--- src/rtl/e203_nts_pkg.sv ---
// Shared types and helpers for the nested-trap context stack.
// The FSM encoding, the CSR word slots and the beat-count arithmetic all live here.
package e203_nts_pkg;

  typedef enum logic [2:0] {
    IDLE,
    WR,
    RD,
    RDLAST,
    DONE
  } nts_state_e;

  // Word offsets of each CSR inside the CSR field, counted from its least significant word.
  localparam int MSTATUS_OFS = 0;
  localparam int MTVAL_OFS   = 1;
  localparam int MEPC_OFS    = 2;
  localparam int MCAUSE_OFS  = 3;

  function automatic int nts_ceil_div(input int num, input int den);
    return (num + den - 1) / den;
  endfunction

endpackage

--- src/rtl/e203_nts_beat_seq.sv ---
// Beat sequencer for the context stack: it steps through the beats of one frame and
// forms the RAM beat address from the stack level.
module e203_nts_beat_seq
  import e203_nts_pkg::*;
#(
  parameter int BEATS     = 5,
  parameter int LVL_W     = 4,
  parameter int ADDR_W    = 18,
  parameter int BASE_ADDR = 0,
  localparam int BEAT_CW  = (BEATS > 1) ? $clog2(BEATS) : 1
) (
  input  logic               clk,
  input  logic               rst_n,
  input  logic               flush_i,
  input  logic               run_i,
  input  logic [LVL_W-1:0]   level_i,
  output logic [BEAT_CW-1:0] beat_o,
  output logic               last_o,
  output logic [ADDR_W-1:0]  addr_o
);

  localparam int AW2 = ADDR_W + LVL_W;

  logic [BEAT_CW-1:0] beat_q, beat_d;
  logic [AW2-1:0]     addr_full;

  always_ff @(posedge clk or negedge rst_n) begin
    if (!rst_n) beat_q <= '0;
    else        beat_q <= beat_d;
  end

  // The counter falls back to zero after the final beat so the next frame starts cleanly.
  always_comb begin
    beat_d = '0;
    if (run_i && !flush_i && !last_o) beat_d = beat_q + 1'b1;
  end

  assign last_o    = (beat_q == BEAT_CW'(BEATS - 1));
  assign beat_o    = beat_q;
  assign addr_full = AW2'(BASE_ADDR) + AW2'(level_i) * AW2'(BEATS) + AW2'(beat_q);
  assign addr_o    = addr_full[ADDR_W-1:0];

  a_no_addr_wrap : assert property (@(posedge clk) disable iff (!rst_n)
    run_i |-> ((addr_full >> ADDR_W) == '0));

endmodule

--- src/rtl/e203_nts_ctx_stack.sv ---
// Nested-trap context stack: pushes and pops whole trap frames to a single-port RAM
// beat by beat, with tail-chain bypass, overflow/underflow reporting and flush.
module e203_nts_ctx_stack
  import e203_nts_pkg::*;
#(
  parameter int DEPTH      = 12,
  parameter int NREG       = 16,
  parameter int CSR_N      = 4,
  parameter int XLEN       = 32,
  parameter int BEAT_W     = 128,
  parameter int ADDR_W     = 18,
  parameter int BASE_ADDR  = 0,
  localparam int FRAME_W   = (NREG + CSR_N) * XLEN,
  localparam int BEATS     = nts_ceil_div(FRAME_W, BEAT_W),
  localparam int LVL_W     = $clog2(DEPTH + 1)
) (
  input  logic                  clk,
  input  logic                  rst_n,
  input  logic                  flush,
  input  logic                  save_req,
  input  logic [FRAME_W-1:0]    save_frame,
  input  logic                  restore_req,
  output logic                  save_done,
  output logic                  restore_valid,
  output logic [FRAME_W-1:0]    restore_frame,
  output logic                  tc_done,
  output logic                  busy,
  output logic [LVL_W-1:0]      level,
  output logic                  full,
  output logic                  nearly_full,
  output logic                  empty,
  output logic                  overflow_err,
  output logic                  underflow_err,
  output logic                  ram_cs,
  output logic                  ram_we,
  output logic [ADDR_W-1:0]     ram_addr,
  output logic [BEAT_W/8-1:0]   ram_wem,
  output logic [BEAT_W-1:0]     ram_din,
  input  logic [BEAT_W-1:0]     ram_dout
);

  localparam int BUF_W   = BEATS * BEAT_W;
  localparam int BEAT_CW = (BEATS > 1) ? $clog2(BEATS) : 1;

  nts_state_e         state_q, state_d;
  logic [LVL_W-1:0]   level_q, level_d;
  logic               is_save_q, is_save_d;
  logic [BUF_W-1:0]   buf_q, buf_d;
  logic [FRAME_W-1:0] rframe_q, rframe_d;
  logic               tc_q, tc_d, ovf_q, ovf_d, udf_q, udf_d;
  logic [BEAT_CW-1:0] beat;
  logic               last_beat;
  logic               seq_run;

  assign seq_run = (state_q == WR) || (state_q == RD);

  e203_nts_beat_seq #(
    .BEATS    (BEATS),
    .LVL_W    (LVL_W),
    .ADDR_W   (ADDR_W),
    .BASE_ADDR(BASE_ADDR)
  ) u_beat_seq (
    .clk    (clk),
    .rst_n  (rst_n),
    .flush_i(flush),
    .run_i  (seq_run),
    .level_i(level_q),
    .beat_o (beat),
    .last_o (last_beat),
    .addr_o (ram_addr)
  );

  always_ff @(posedge clk or negedge rst_n) begin
    if (!rst_n) begin
      state_q   <= IDLE;
      level_q   <= '0;
      is_save_q <= 1'b0;
      buf_q     <= '0;
      rframe_q  <= '0;
      tc_q      <= 1'b0;
      ovf_q     <= 1'b0;
      udf_q     <= 1'b0;
    end else begin
      state_q   <= state_d;
      level_q   <= level_d;
      is_save_q <= is_save_d;
      buf_q     <= buf_d;
      rframe_q  <= rframe_d;
      tc_q      <= tc_d;
      ovf_q     <= ovf_d;
      udf_q     <= udf_d;
    end
  end

  // One buffer serves both directions: it holds the outgoing frame during WR and
  // collects returning beats during RD, each beat arriving one cycle after its read.
  always_comb begin
    state_d   = state_q;
    level_d   = level_q;
    is_save_d = is_save_q;
    buf_d     = buf_q;
    rframe_d  = rframe_q;
    tc_d      = 1'b0;
    ovf_d     = 1'b0;
    udf_d     = 1'b0;
    if (flush) begin
      state_d = IDLE;
      level_d = '0;
    end else begin
      case (state_q)
        IDLE: begin
          if (save_req && restore_req && (level_q != '0)) begin
            tc_d = 1'b1;
          end else if (save_req) begin
            if (level_q == LVL_W'(DEPTH)) begin
              ovf_d = 1'b1;
            end else begin
              state_d   = WR;
              is_save_d = 1'b1;
              buf_d     = BUF_W'(save_frame);
              udf_d     = restore_req;
            end
          end else if (restore_req) begin
            if (level_q == '0) begin
              udf_d = 1'b1;
            end else begin
              state_d   = RD;
              is_save_d = 1'b0;
              level_d   = level_q - 1'b1;
            end
          end
        end
        WR: begin
          if (last_beat) begin
            state_d = DONE;
            level_d = level_q + 1'b1;
          end
        end
        RD: begin
          if (beat != '0) buf_d[(int'(beat) - 1) * BEAT_W +: BEAT_W] = ram_dout;
          if (last_beat) state_d = RDLAST;
        end
        RDLAST: begin
          buf_d[(BEATS - 1) * BEAT_W +: BEAT_W] = ram_dout;
          rframe_d = buf_d[FRAME_W-1:0];
          state_d  = DONE;
        end
        DONE:    state_d = IDLE;
        default: state_d = IDLE;
      endcase
    end
  end

  assign ram_cs        = seq_run;
  assign ram_we        = (state_q == WR);
  assign ram_wem       = (state_q == WR) ? '1 : '0;
  assign ram_din       = (state_q == WR) ? buf_q[int'(beat) * BEAT_W +: BEAT_W] : '0;
  assign save_done     = (state_q == DONE) && is_save_q;
  assign restore_valid = (state_q == DONE) && !is_save_q;
  assign restore_frame = rframe_q;
  assign tc_done       = tc_q;
  assign overflow_err  = ovf_q;
  assign underflow_err = udf_q;
  assign busy          = (state_q != IDLE);
  assign level         = level_q;
  assign full          = (level_q == LVL_W'(DEPTH));
  assign nearly_full   = (level_q == LVL_W'(DEPTH - 1));
  assign empty         = (level_q == '0);

endmodule

--- config.mk ---
export PLATFORM = sky130hd
export DESIGN_NAME = e203_nts_ctx_stack
export DESIGN_NICKNAME = d
export VERILOG_FILES = /design/src/rtl/e203_nts_pkg.sv /design/src/rtl/e203_nts_beat_seq.sv /design/src/rtl/e203_nts_ctx_stack.sv
export SDC_FILE = /design/constraint.sdc
export NUM_CORES = 2
export LEC_CHECK = 0
export BUFFER_PORTS_ARGS = -buffer_cell sky130_fd_sc_hd__buf_2
export CORE_AREA = 2 2 627 629
export CTS_BUF_LIST = sky130_fd_sc_hd__clkbuf_4 sky130_fd_sc_hd__clkbuf_8 sky130_fd_sc_hd__clkbuf_16
export CTS_CLUSTER_SIZE = 14
export DETAILED_ROUTE_END_ITERATION = 12
export DIE_AREA = 0 0 629 631
export SYNTH_ARGS = -nofsm -noshare
export SYNTH_HDL_FRONTEND = slang
export SYNTH_SLANG_ARGS = --single-unit
--- constraint.sdc ---
create_clock -name clk -period 5.5 [get_ports clk]
set_input_delay 0.275 -clock clk [delete_from_list [all_inputs] [get_ports clk]]
set_output_delay 0.275 -clock clk [all_outputs]
set_load 0.03 [all_outputs]
; ---- Yosys cells after proc, flatten, opt, wreduce, memory -nomap -nowiden
; Index checks and enable logic that the tools add are counted.
; W data, S select, Z words.
[op_classes]
n_lt_le_gt_ge = 0
multipliers = 1
n_reduce_logical = 25
addsub = 6
n_eq_ne = 22
muxes = 45
bitwise_logic = 2
div_mod_pow = 0
n_shift = 3
[ops]
columns = cell, count
row1 = $mux W640, 4
row2 = $pmux W512 S2, 1
row3 = $bwmux W640, 1
row4 = $shift A128 B33 Y640 const A, 1
row5 = $shiftx A128 B33 Y640, 1
row6 = $shiftx A640 B11 Y128, 1
row7 = $pmux W128 S3, 1
row8 = $mux W128, 1
row9 = $neg A11 Y33, 1
row10 = $reduce_and A6 Y1, 5
row11 = $mux W3, 9
row12 = $mux W4, 6
row13 = $mux W1, 19
row14 = $mux W16, 1
row15 = $ne A3 B3 Y1 const B, 4
row16 = $ne A4 B4 Y1 const B, 3
row17 = $pmux W3 S4, 1
row18 = $reduce_bool A3 Y1, 4
row19 = $ne A2 B2 Y1 const B, 5
row20 = $add A7 B3 Y8, 1
row21 = $eq A4 B4 Y1 const B, 2
row22 = $pmux W4 S2, 1
row23 = $mul A4 B3 Y7 const B, 1
row24 = $eq A3 B2 Y1 const B, 2
row25 = 17 further kinds, 28
[totals]
regBits = 1294
out_inout_bits = 817
input_bits = 773
romBits = 0
latch_bits = 0
mem_bits_rw = 0
mem_count = 0
word_cells = 114

; ---- Depth between registers and ports, before layout
[depth]
word_depth = 7
ltp_mapped = 17

; ---- By module
; From an unflattened synthesis, not the netlist that was laid out.
[hier_totals]
hier_cells = 4220
area_unflattened_um2 = 58039.4
[by_module_without_submodules]
columns = mod, seq_area_each_um2, instances, cells_each, area_each_um2
row1 = e203_nts_ctx_stack, 32306.0, 1, 4169, 57550.2
row2 = e203_nts_beat_seq, 75.1, 1, 51, 489.2

; ---- Least setup slack after synthesis
; OpenSTA, ideal clock, no wires.
[synth_path]
kind = register to register
start = register u_beat_seq.beat_q[1] (netlist: u_beat_seq.beat_o[1])
end = register buf_q[264]
t_arrival_ps = 4322
path_slack_ps = 1051
setup_time_ps = 127
path_stages_with_launch = 17
cell_sequence = dfrtp_1 clkbuf_1 clkbuf_1 clkbuf_1 inv_1 ha_1 and2_1 o21ai_0 inv_1 ha_1 or4b_1 a2bb2oi_1 or2_4 o41ai_4 buf_6 buf_12 mux2_1
[synth_via]
elab_chain_cells = 6
word_cells_on_any_way = 10
[synth_lines]
columns = item, line
row1 = "start, declared", e203_nts_beat_seq.sv:24  ; logic [BEAT_CW-1:0] beat_q, beat_d;
row2 = "start signal, assigned", e203_nts_beat_seq.sv:29  ; else beat_q <= beat_d;
row3 = $sub A3 B1 Y4, e203_nts_ctx_stack.sv:140  ; if (beat != '0) buf_d[(int'(beat) - 1) * BEAT_W +: BEAT_W] = ram_dout;
row4 = $neg A11 Y33, e203_nts_ctx_stack.sv:140
row5 = $shiftx A128 B33 Y640 / $shift A128 B33 Y640 (equally long branches), e203_nts_ctx_stack.sv:140
row6 = $bwmux W640, e203_nts_ctx_stack.sv:140
row7 = $mux W640, e203_nts_ctx_stack.sv:140
row8 = $pmux W512 S2, e203_nts_ctx_stack.sv:110  ; case (state_q)
row9 = "end signal, assigned", e203_nts_ctx_stack.sv:87  ; buf_q <= buf_d;
row10 = "end, declared", e203_nts_ctx_stack.sv:48  ; logic [BUF_W-1:0] buf_q, buf_d;
; Several ways; a longest one is shown, not always the timed one. The select of a mux whose other input is x is not followed.
; A chain may end at the register's enable or synchronous reset.

; ---- Final worst setup path
[layout_path]
start = register u_beat_seq.beat_q[0] (netlist: u_beat_seq.beat_o[0])
end = output ram_din[45]
[layout_via]
elab_chain_cells = 2
[layout_lines]
columns = item, line
row1 = $shiftx A640 B11 Y128, e203_nts_ctx_stack.sv:157  ; assign ram_din = (state_q == WR) ? buf_q[int'(beat) * BEAT_W +: BEAT_W] : '0;
row2 = $mux W128, e203_nts_ctx_stack.sv:157
row3 = "end, declared", e203_nts_ctx_stack.sv:38  ; output logic [BEAT_W-1:0] ram_din,
; No other way between the ends.

==> metrics.md <==
| Metric | Value |
|---|---|
| Post-synth cell types | 60 |
| Yosys warns | 0 |
| Root buf cell | clkbuf_16 |
| I/O pin cnt | 1,590 |
| DR DRC count | 0 |
| Crit-path cells | buf_4, buf_4, buf_4, mux4_2, a22oi_1, nor2_1, buf_2 |
| Cts hold-fix bufs | 1,324 |
| Gate Count Post-Synth | 4,440 |
| Worst path bufs/invs | 4 |
| Synth Area in Compound Gates | 14.4% |
| Clock Path Buffers | 4 |
| Drt first pass iters | 6 |
| RSZ-0062 raised after global routing | false |
| ANT nets after route | 0 |
| Worst setup margin | 0.441 ns |
| Top Family by Delay on Critical Path | buffers and inverters |
| Global-route wire length before repair | 543,000 um |
| Port Buffers | 1,578 |
| Vias per cell | approximately 4.5 |
| Number of H-tree levels | 4 |
| CTS Buf Count | between 150 and 200 |
| Most used DFF post-synth | dfrtp_1 |
| Final GP Congestion | 0.931 |
| CTS tree | yes |
| Die area | 397,000 um^2 |
| Mean area per synthesized cell | 13.6 um^2 |
| Synth async-reset ratio | 100% |
| Crit start category | flip-flop |
| Share of layout cells above drive strength 1 | about two fifths |
| Post-synthesis simple-gate area fraction | under 10% |
| Hold_ws | 0.0787 ns |
| Iter 0 DRT Violations | between 6,000 and 7,000 |
| Post-layout util | 24.0% |
| Synth Area in XOR/XNOR | 0.153% |
| Setup crit end kind | output port |
| Largest family of logic cells by synthesized area | multiplexers |
| Fmax | 198 MHz |
| VDD IR-drop max | 0.369 mV |
| Max-Cap Viols | 0 |
| Status | finished, final reports clean |
| Clock Pin Slew Worst Setup and Hold Paths | 0.06 ns |
| Count of final hold-check violations | 0 |
| HPWL Detailed | 322,000 um |
| Clk sinks | 1,294 |
| Most frequent cells in the layout | buf_2 (1,577), dlygate4sd3_1 (1,323), dfrtp_1 (1,291) |
| EDFF count, synth | 0 |
| Routed WL | 417,000 um |
| Mux share of post-synthesis cell area | 23.9% |
| Worst EP arrival | 4.78 ns |
| Slew @ Worst Pin | roughly 1.3 ns |
| #FFs+latches synth | 1,294 |
| Most frequent CP cell | buf_4 |
| Slew Limit Fails | 0 |
| Rel. slew slack | between 10% and 20% |
| Die Ht | 631 um |
| Post-cts resize count | 0 |
| Initial antenna violation count | approximately 310 |
| Post-synthesis sequential area ratio | 53.6% |
| Commonest non-fill, non-tap cell in the layout | buf_2 |
| Crit path max fanout | 35 |
| DIE WIDTH | 629 um |
| Power density cells | 606 nW/um^2 |
| Area of the core | 391,000 um^2 |
| Place WS | 0.900 ns |
| Clock skew | ~0.090 ns |
| GRT Total Usage | slightly above 20% |
| Synth Area in Adders | less than 1% |
| Slowest CP cell | buf_4 |
| Final setup viols | 0 |
| Min-delay worst type | input port to flip-flop |
| # nets final | 7,997 |
| Grt ovf | 0 |
| Total power | 56.8 mW |
| Post-CTS Setup Inserts | 0 |
| Vias in the first global route | 54,900 |
| Clock latency on the worst-skew pair | 0.90 ns |
| Post-synthesis cell area | 60,400 um^2 |
| Initial Util | 15.5% |
| Tcrit/Tclk final | 92.0% |
| Area Growth Syn to Fin | 55.1% |
| Leakage | ~44 nW |
| Largest net degree at the start of global routing | 163 |
| Max stage delay on crit path | 0.73 ns |
| Period minus WS final | 5.06 ns |
| Via count | roughly 56,000 |
| Row cnt | 230 |
| Req. time, crit path | 5.22 ns |
| Setup_tns | 0 ns |
| Wire per inst | 32.9 um |
| WS Path Type | flip-flop to output port |
==> cell families (layout without fill, tap and decap cells) <==
group	after synthesis	after routing
compound gates	1054	1054
xor+xnor	9	9
fa+ha+maj	24	24
buf+inv	570	3453
flops	1294	1294
mux	1155	1155
other cells	1	136
simple gates	333	333
==> cell type report <==
type | count | area, um^2
clock buffers | 225 | 4800
well taps | 5220 | 6530
repair buffers | 3012 | 22700
clock inverters | 76 | 985
diodes | 125 | 313
multi-input cells | 2586 | 25400
fillers | 41500 | 297000
flip-flops and latches | 1294 | 32400
inverters | 140 | 533
==> synth_stat cells (all sizes together) (2+ instances only) <==
cell	instances	area (um^2)
xnor2	6	52.6
clkbuf	288	1080
nor4	6	37.5
nor3	3	15.0
nand3	4	20.0
o41ai	5	77.6
nor2	140	526
or3	2	12.5
and2	2	15.0
nor3b	3	22.5
ha	22	275
o22ai	128	801
dfrtp	1294	32400
a221oi	124	1090
nand4	2	12.5
buf	142	1150
mux2i	2	20.0
xor2	2	17.5
fa	2	40.0
and3	128	801
o21a	2	15.0
o2bb2ai	128	1120
nor4b	2	17.5
nand2b	3	18.8
a31o	2	17.5
o21ai	6	30.0
mux2	1025	11500
a32o	2	20.0
a21oi	138	1140
a21o	4	30.0
mux4	128	2880
a22o	382	3350
and4b	2	20.0
inv	140	526
a22oi	128	961
nor2b	4	25.0
nand2	25	93.8
==> stage by stage <==
stage	area, um^2	cells
floorplan	60400	4450
global route	93400	12600
global placement	74300	10900
finish	93600	12700
CTS	93300	12600
detailed placement	74300	10900
==> state kept, by name, indices dropped and copies added (netlist names), 3 cells and up <==
signal             count
buf_q                640
restore_frame        640
level                  4
state_q                3
u_beat_seq.beat_o      3
==> layer usage <==
metal / vias up / GRT usage (%) / share of wire [%]
met4: 202 / 7.48 / 4.9
met5: - / 0 / 0.32
met3: 944 / 7.96 / 11
li1: 22600 / - / -
met1: 29300 / 25.5 / 40
met2: 3472 / 31.0 / 43
==> path summary, 6_finish.rpt <==
check / startpoint / endpoint / slack [ns] / cells past startpoint
setup / recovery: u_beat_seq.beat_o[0] / ram_din[45] / 0.44 / 7
hold / removal: ram_dout[27] / buf_q[155] / 0.08 / 3
setup reg to reg: u_beat_seq.beat_o[0] / buf_q[310] / 0.48 / 14
hold reg to reg: buf_q[313] / restore_frame[313] / 0.47 / 1
max in group asynchronous: rst_n / restore_frame[208] / 3.49 / 5
min in group asynchronous: rst_n / buf_q[325] / 0.50 / 3
==> power breakdown <==
part           switching (mW)  internal, mW  total, mW
Clock                    4.90          6.82       11.7
Sequential               4.13          14.1       18.2
Combinational            16.6          10.2       26.8
Total                    25.6          31.1       56.8
==> tightest hold or removal path: stages <==
cell    delay, ns
buf_2        0.35
a22o_1       0.19
mux2_1       0.12
No activity file was read; power rests on OpenSTA's default activity.
